==> src/rtl/pc_pkg.sv <==
// Shared constants and jump-target helper for the PC sequencer slice.
package pc_pkg;

  localparam logic [31:0] PC_RESET_VEC = 32'h0000_3000;

  localparam int unsigned PC_PRIO_NONE       = 0;
  localparam int unsigned PC_PRIO_JUMP       = 1;
  localparam int unsigned PC_PRIO_REDIR_BASE = 2;

  // J-type targets replace the low 28 bits and keep the upper region of pc+4.
  localparam int unsigned PC_JUMP_REGION_LSB = 28;

  function automatic logic [63:0] pc_jump_target(input logic [63:0] pc_plus4,
                                                 input logic [63:0] imm);
    logic [63:0] low_mask;
    low_mask = (64'd1 << PC_JUMP_REGION_LSB) - 64'd1;
    return (pc_plus4 & ~low_mask) | ((imm << 2) & low_mask);
  endfunction

endpackage

==> src/rtl/pc_sequencer_if.sv <==
// Request/response bundle between the pipeline control and the PC sequencer.
interface pc_sequencer_if #(
  parameter int unsigned ADDR_W    = 32,
  parameter int unsigned NUM_REDIR = 2,
  parameter int unsigned JIMM_W    = 26
);

  logic                          stall;
  logic [NUM_REDIR-1:0]          redir_valid;
  logic [NUM_REDIR*ADDR_W-1:0]   redir_target;
  logic                          jump_valid;
  logic [JIMM_W-1:0]             jump_imm;

  logic [ADDR_W-1:0]             pc;
  logic [ADDR_W-1:0]             pc_plus4;
  logic                          pending;
  logic                          redirect_taken;
  logic                          align_err;

  modport master (
    output stall, redir_valid, redir_target, jump_valid, jump_imm,
    input  pc, pc_plus4, pending, redirect_taken, align_err
  );

  modport slave (
    input  stall, redir_valid, redir_target, jump_valid, jump_imm,
    output pc, pc_plus4, pending, redirect_taken, align_err
  );

endinterface

==> src/rtl/pc_redirect_arb.sv <==
// Combinational priority encoder: none < jump < redirect ch0 < ... < ch(N-1).
module pc_redirect_arb
  import pc_pkg::*;
#(
  parameter int unsigned ADDR_W    = 32,
  parameter int unsigned NUM_REDIR = 2,
  parameter int unsigned PRIO_W    = 2
) (
  input  logic [NUM_REDIR-1:0]        redir_valid,
  input  logic [NUM_REDIR*ADDR_W-1:0] redir_target,
  input  logic                        jump_valid,
  input  logic [ADDR_W-1:0]           jump_target,
  output logic [PRIO_W-1:0]           prio,
  output logic [ADDR_W-1:0]           target
);

  always_comb begin
    prio   = PRIO_W'(PC_PRIO_NONE);
    target = '0;
    if (jump_valid) begin
      prio   = PRIO_W'(PC_PRIO_JUMP);
      target = jump_target;
    end
    // Ascending scan: later (older-stage) channels override earlier ones.
    for (int unsigned k = 0; k < NUM_REDIR; k++) begin
      if (redir_valid[k]) begin
        prio   = PRIO_W'(PC_PRIO_REDIR_BASE + k);
        target = redir_target[k*ADDR_W +: ADDR_W];
      end
    end
  end

endmodule

==> src/rtl/pc_sequencer.sv <==
// Fetch PC register with prioritised redirects and a stall-time pending slot.
// Optional PC_ALIGN_CHECK_EN: clear target bits [1:0] and raise sticky align_err.
module pc_sequencer
  import pc_pkg::*;
#(
  parameter int unsigned       ADDR_W    = 32,
  parameter logic [ADDR_W-1:0] RESET_VEC = ADDR_W'(PC_RESET_VEC),
  parameter int unsigned       NUM_REDIR = 2,
  parameter int unsigned       JIMM_W    = 26
) (
  input logic           clk,
  input logic           reset,
  pc_sequencer_if.slave bus
);

  localparam int unsigned PRIO_W = $clog2(NUM_REDIR + 2);

  logic [ADDR_W-1:0] pc_q, pc_d;
  logic              pend_q, pend_d;
  logic [PRIO_W-1:0] pend_prio_q, pend_prio_d;
  logic [ADDR_W-1:0] pend_tgt_q, pend_tgt_d;
  logic              redirect_taken_q, redirect_taken_d;
`ifdef PC_ALIGN_CHECK_EN
  logic              align_err_q, align_err_d;
`endif

  logic [ADDR_W-1:0] pc_plus4;
  logic [ADDR_W-1:0] jump_target;
  logic [PRIO_W-1:0] live_prio;
  logic [ADDR_W-1:0] live_tgt;
  logic              live_wins;
  logic              sel_used;
  logic [ADDR_W-1:0] sel_tgt;

  assign pc_plus4    = pc_q + ADDR_W'(4);
  assign jump_target = ADDR_W'(pc_jump_target(64'(pc_plus4), 64'(bus.jump_imm)));

  pc_redirect_arb #(
    .ADDR_W    (ADDR_W),
    .NUM_REDIR (NUM_REDIR),
    .PRIO_W    (PRIO_W)
  ) u_arb (
    .redir_valid  (bus.redir_valid),
    .redir_target (bus.redir_target),
    .jump_valid   (bus.jump_valid),
    .jump_target  (jump_target),
    .prio         (live_prio),
    .target       (live_tgt)
  );

  // pend_prio_q is zero whenever nothing is pending, so any live request wins then.
  assign live_wins = live_prio > pend_prio_q;

  always_comb begin
    pc_d             = pc_q;
    pend_d           = pend_q;
    pend_prio_d      = pend_prio_q;
    pend_tgt_d       = pend_tgt_q;
    redirect_taken_d = 1'b0;
`ifdef PC_ALIGN_CHECK_EN
    align_err_d      = align_err_q;
`endif
    sel_used         = 1'b0;
    sel_tgt          = pc_plus4;

    if (live_wins) begin
      sel_used = 1'b1;
      sel_tgt  = live_tgt;
    end else if (pend_q) begin
      sel_used = 1'b1;
      sel_tgt  = pend_tgt_q;
    end

    if (!bus.stall) begin
`ifdef PC_ALIGN_CHECK_EN
      if (sel_used && (sel_tgt[1:0] != 2'b00)) begin
        sel_tgt[1:0] = 2'b00;
        align_err_d  = 1'b1;
      end
`endif
      pc_d             = sel_tgt;
      pend_d           = 1'b0;
      pend_prio_d      = '0;
      redirect_taken_d = sel_used;
    end else if (live_wins) begin
      pend_d      = 1'b1;
      pend_prio_d = live_prio;
      pend_tgt_d  = live_tgt;
    end
  end

  always_ff @(posedge clk) begin
    if (reset) begin
      pc_q             <= RESET_VEC;
      pend_q           <= 1'b0;
      pend_prio_q      <= '0;
      pend_tgt_q       <= '0;
      redirect_taken_q <= 1'b0;
`ifdef PC_ALIGN_CHECK_EN
      align_err_q      <= 1'b0;
`endif
    end else begin
      pc_q             <= pc_d;
      pend_q           <= pend_d;
      pend_prio_q      <= pend_prio_d;
      pend_tgt_q       <= pend_tgt_d;
      redirect_taken_q <= redirect_taken_d;
`ifdef PC_ALIGN_CHECK_EN
      align_err_q      <= align_err_d;
`endif
    end
  end

  assign bus.pc             = pc_q;
  assign bus.pc_plus4       = pc_plus4;
  assign bus.pending        = pend_q;
  assign bus.redirect_taken = redirect_taken_q;
`ifdef PC_ALIGN_CHECK_EN
  assign bus.align_err      = align_err_q;
`else
  assign bus.align_err      = 1'b0;
`endif

endmodule

==> src/flat_wrapper.sv <==
// flat-port wrapper written by rule: the top's interface ports become plain ports
module pc_sequencer_flat import pc_pkg::*;
#(
  parameter int unsigned       ADDR_W    = 32,
  parameter logic [ADDR_W-1:0] RESET_VEC = ADDR_W'(PC_RESET_VEC),
  parameter int unsigned       NUM_REDIR = 2,
  parameter int unsigned       JIMM_W    = 26
)
  (clk, reset, bus_stall, bus_redir_valid, bus_redir_target, bus_jump_valid, bus_jump_imm, bus_pc, bus_pc_plus4, bus_pending, bus_redirect_taken, bus_align_err);
  pc_sequencer_if #(.ADDR_W(ADDR_W), .NUM_REDIR(NUM_REDIR), .JIMM_W(JIMM_W)) bus_i ();
  input logic clk;
  input logic reset;
  input wire logic [$bits(bus_i.stall)-1:0] bus_stall;
  input wire logic [$bits(bus_i.redir_valid)-1:0] bus_redir_valid;
  input wire logic [$bits(bus_i.redir_target)-1:0] bus_redir_target;
  input wire logic [$bits(bus_i.jump_valid)-1:0] bus_jump_valid;
  input wire logic [$bits(bus_i.jump_imm)-1:0] bus_jump_imm;
  output wire logic [$bits(bus_i.pc)-1:0] bus_pc;
  output wire logic [$bits(bus_i.pc_plus4)-1:0] bus_pc_plus4;
  output wire logic [$bits(bus_i.pending)-1:0] bus_pending;
  output wire logic [$bits(bus_i.redirect_taken)-1:0] bus_redirect_taken;
  output wire logic [$bits(bus_i.align_err)-1:0] bus_align_err;
  assign bus_i.stall = bus_stall;
  assign bus_i.redir_valid = bus_redir_valid;
  assign bus_i.redir_target = bus_redir_target;
  assign bus_i.jump_valid = bus_jump_valid;
  assign bus_i.jump_imm = bus_jump_imm;
  assign bus_pc = bus_i.pc;
  assign bus_pc_plus4 = bus_i.pc_plus4;
  assign bus_pending = bus_i.pending;
  assign bus_redirect_taken = bus_i.redirect_taken;
  assign bus_align_err = bus_i.align_err;
  pc_sequencer #(.ADDR_W(ADDR_W), .RESET_VEC(RESET_VEC), .NUM_REDIR(NUM_REDIR), .JIMM_W(JIMM_W)) u_core (.clk(clk), .reset(reset), .bus(bus_i));
endmodule
==> config.mk <==
export PLATFORM = sky130hd
export DESIGN_NAME = pc_sequencer_flat
export DESIGN_NICKNAME = d
export VERILOG_FILES = /design/src/rtl/pc_pkg.sv /design/src/rtl/pc_sequencer_if.sv /design/src/rtl/pc_redirect_arb.sv /design/src/rtl/pc_sequencer.sv /design/src/flat_wrapper.sv
export SDC_FILE = /design/constraint.sdc
export NUM_CORES = 1
export LEC_CHECK = 0
export CORE_AREA = 4 4 129 106
export CTS_BUF_LIST = sky130_fd_sc_hd__clkbuf_4 sky130_fd_sc_hd__clkbuf_8 sky130_fd_sc_hd__clkbuf_16
export DETAILED_ROUTE_END_ITERATION = 6
export DIE_AREA = 0 0 133 110
export HOLD_SLACK_MARGIN = 0.06
export PLACE_DENSITY = 0.71
export SYNTH_ARGS = -nofsm -noshare
export SYNTH_HDL_FRONTEND = slang
export SYNTH_HIERARCHICAL = 1
export SYNTH_SLANG_ARGS = --single-unit
==> constraint.sdc <==
create_clock -name clk -period 3.9 [get_ports clk]
set_input_delay 0.78 -clock clk [delete_from_list [all_inputs] [get_ports clk]]
set_output_delay 0.78 -clock clk [all_outputs]
set_load 0.05 [all_outputs]
==> qor.yml <==
logic_synthesis:
  synth_area_leaders: "dfxtp_1, a21oi_1, nand2_1"
  synthFlopType: "dfxtp_1"
  synth_edf_count: 0
  async_flop_share: 0
  seq_area_frac_synth: 0.281
  avgSynthCellArea_um2: 7.13
  netlist_instances: 680
  ys_ff_latch: 68
  ys_types: 55
  synth_top_area_cell: "dfxtp_1"
  ys_warn_count: 6
  yosysTopAreaCellShare: 0.281
  syn-cell-area_um2: 4850
power:
  powerDensity_nw_per_um2: 397
  p_leak_nw: 2.49
  ir_drop_uv: 268
timing:
  fin_crit_ns: 3.77
  rsz0062_at_grt: "false"
  fin_ws_ns: 0.131
  whs_ns: 0.453
  final.setup_skew_ns: 0.00774
  drv_slew: 0
  finalCritPeriodShare: 0.966
  tightestPinTransition_ns: 0.896
  fmax_ghz: 0.265
  final_hold_viol_count: 0
  setup_tns_ns: 0
  relSlewSlack: 0.397
  finalSetupViolations: 0
cts:
  clk-insertion-delay-late_ns: 0.34
  tritoncts: "yes"
  path_clk_slew_ns: 0.06
  clockBufferDepth: 2
  htree_levels: 3
  cts_buffers: 9
  postCtsHoldBufs: 0
  cts_root_buf: "clkbuf_16"
  clkSinkCount: 68
cells_and_area:
  nNetsFinal: 907
  final_area_um2: 6800
  utilization: 0.557
  drive_gt1_frac: 0.0701
  area_delta_synth_final_pct: 40.2
  diodes: 0
min_path:
  holdPathEnd: "u_core/pend_tgt_q[0]"
  hold_path_startpoint: "u_core/pend_tgt_q[0]"
  worstHoldPathType: "flip-flop to flip-flop"
  hold_depth: 2
floorplanning:
  dieArea_um2: 14600
  num_rows: 36
  ios: 163
  die_y_um: 110
  core_um2: 12200
  start_util: 0.397
  die_x_um: 133
global_routing:
  grt.overflow.total: 0
  grt_pass1_vias: 5531
  grt_use_met2: 0.411
  grt_util_all_layers: 0.232
  use_met1: 0.268
  grt_pass1_wl_mm: 27.2
  grt-busiest-layer: "met2"
  antenna_found_initial: 0
  grt_max_degree: 66
  use_met3: 0.0690
setup_path:
  arrival_ns: 2.99
  crit_path_end_kind: "output port"
  reg2reg_depth: 9
  path_delay_family: "simple AND/OR/NAND/NOR gates"
  cp_num_buf_inv: 1
  worstPathRequired_ns: 3.12
  ff2ff_setup_slack_ns: 0.87
  cp-start-kind: "flip-flop"
  cpMaxStageDelayCell: "clkdlybuf4s50_1"
  path_cells: "and4_1, nand4_1, nor3_1, xnor2_1, clkdlybuf4s50_1"
  critPathKind: "flip-flop to output port"
  r2r_start: "u_core/bus.pc[16]"
  crit_fanout: 8
  reg2reg_to: "u_core/bus.pc[31]"
  cpPeakStageDelay_ns: 0.82
route:
  drt-initial-drc-count: 555
  vias: 5558
  finalWirelength_mm: 17.5
  post-route-drc-count: 0
  drt_pass1_iterations: 5
  ant_nets: 0
  vias_per_cell: 5.65
  drt-wirelength-per-cell_um: 17.8
placement:
  place_ws_ns: 0.438
  dpl.hpwl_mm: 12.4
  io_buffer_count: 161
  gp_congestion: 0.938
  dpl_cell_area_um2: 6450
run:
  cap_violations: 0
outcome:
  status: "finished clean"
## worst reg2reg max path: cells and delay by family (launching register included)
kind / cells / cell delay (ns)
compound gates: 3 / 0.54
xor+xnor: 1 / 0.24
flops: 1 / 0.46
simple gates: 5 / 1.72
## per-stage QoR
step	total power, mW	instances
4_1_cts	2.71	984
6_report	2.70	984
3_5_place_dp	1.76	968
2_1_floorplan	1.42	682
3_3_place_gp	1.74	968
5_1_grt	2.80	984
## how the worst max path moves through the flow
stage / startpoint / end / slack (ns) / cells past startpoint
floorplan: u_core/bus.pc[5] / bus_pc_plus4[29] / 0.24 / 5
global placement: u_core/bus.pc[4] / bus_pc_plus4[19] / 0.51 / 5
detailed placement: u_core/bus.pc[5] / bus_pc_plus4[19] / 0.44 / 5
CTS: u_core/bus.pc[5] / bus_pc_plus4[19] / 0.07 / 5
global route: u_core/bus.pc[16] / bus_pc_plus4[27] / 0.007 / 6
finish: u_core/bus.pc[16] / bus_pc_plus4[21] / 0.13 / 5
## placed cells by master (no fill, tap or decap), types with 4 or more instances in the layout
cell and count:
buf_4 26, o21ai_0 11, nand3b_1 34, nor4_1 8, nor2_1 12, nand2_1 111
or4_1 8, o21a_1 4, o32ai_1 7, clkdlybuf4s50_1 147, or3_1 7, dfxtp_1 68
and2_1 4, inv_1 16, o211ai_1 6, nand3_1 30, xor2_1 9, nor3_1 17
and4_1 9, nor4b_1 4, mux2i_1 8, clkbuf_16 9, nor2b_1 33, and3_1 16
a21oi_1 124, xnor2_1 19, nand4_1 12
## cells by family (layout without fill, tap and decap cells)
group | Yosys count | after routing | share of synthesized area
AND/OR/NAND/NOR | 316 | 316 | 0.354
AO/OA/AOI/OAI | 178 | 178 | 0.212
buffers and inverters | 78 | 209 | 0.0774
flip-flops | 68 | 68 | 0.281
XOR/XNOR | 28 | 28 | 0.0506
multiplexers | 8 | 8 | 0.0165
adder cells (fa/ha/maj) | 3 | 3 | 0.00774
other | 1 | 3 | 0.000773
## where the power goes
part / total, mW / internal [mW] / switching, mW
clock network: 0.953 / 0.633 / 0.321
registers: 0.834 / 0.759 / 0.0752
logic: 0.915 / 0.341 / 0.573
total: 2.70 / 1.73 / 0.970
## synth_stat cells (all sizes together) (16+ instances only)
cell type,instances
inv,16
dfxtp,68
a21oi,124
and3,17
clkbuf,40
nand2,111
nor3,17
buf,21
nand3,30
nor2b,33
xnor2,19
nand3b,34
## cell type report
type	instances	area (um^2)
clock buffers	10	233
clock inverters	6	113
fillers	1142	5410
inverters	17	63.8
multi-input cells	536	3130
flip-flops and latches	68	1360
well taps	171	214
repair buffers	176	1680
## flip-flops by register name, summed over array words and instances (netlist names)
| name | cells |
|---|---|
| u_core/bus.pc | 32 |
| u_core/pend_tgt_q | 32 |
| u_core/pend_prio_q | 2 |
| u_core/bus.pending | 1 |
| u_core/bus.redirect_taken | 1 |
## layer usage
| metal | share of wire | vias up |
|---|---|---|
| met1 | 0.40 | 2588 |
| met3 | 0.087 | 38 |
| li1 | - | 2674 |
| met4 | 0.028 | 0 |
| met2 | 0.48 | 258 |
| met5 | 0 | - |
## timing repair
action,in CTS,in global routing
setup buffers,0,0
gates resized for setup,0,1
endpoints found under the hold margin,0,0
endpoints found under the setup margin,0,2
Note: power is estimated with default switching activity, not from simulation.
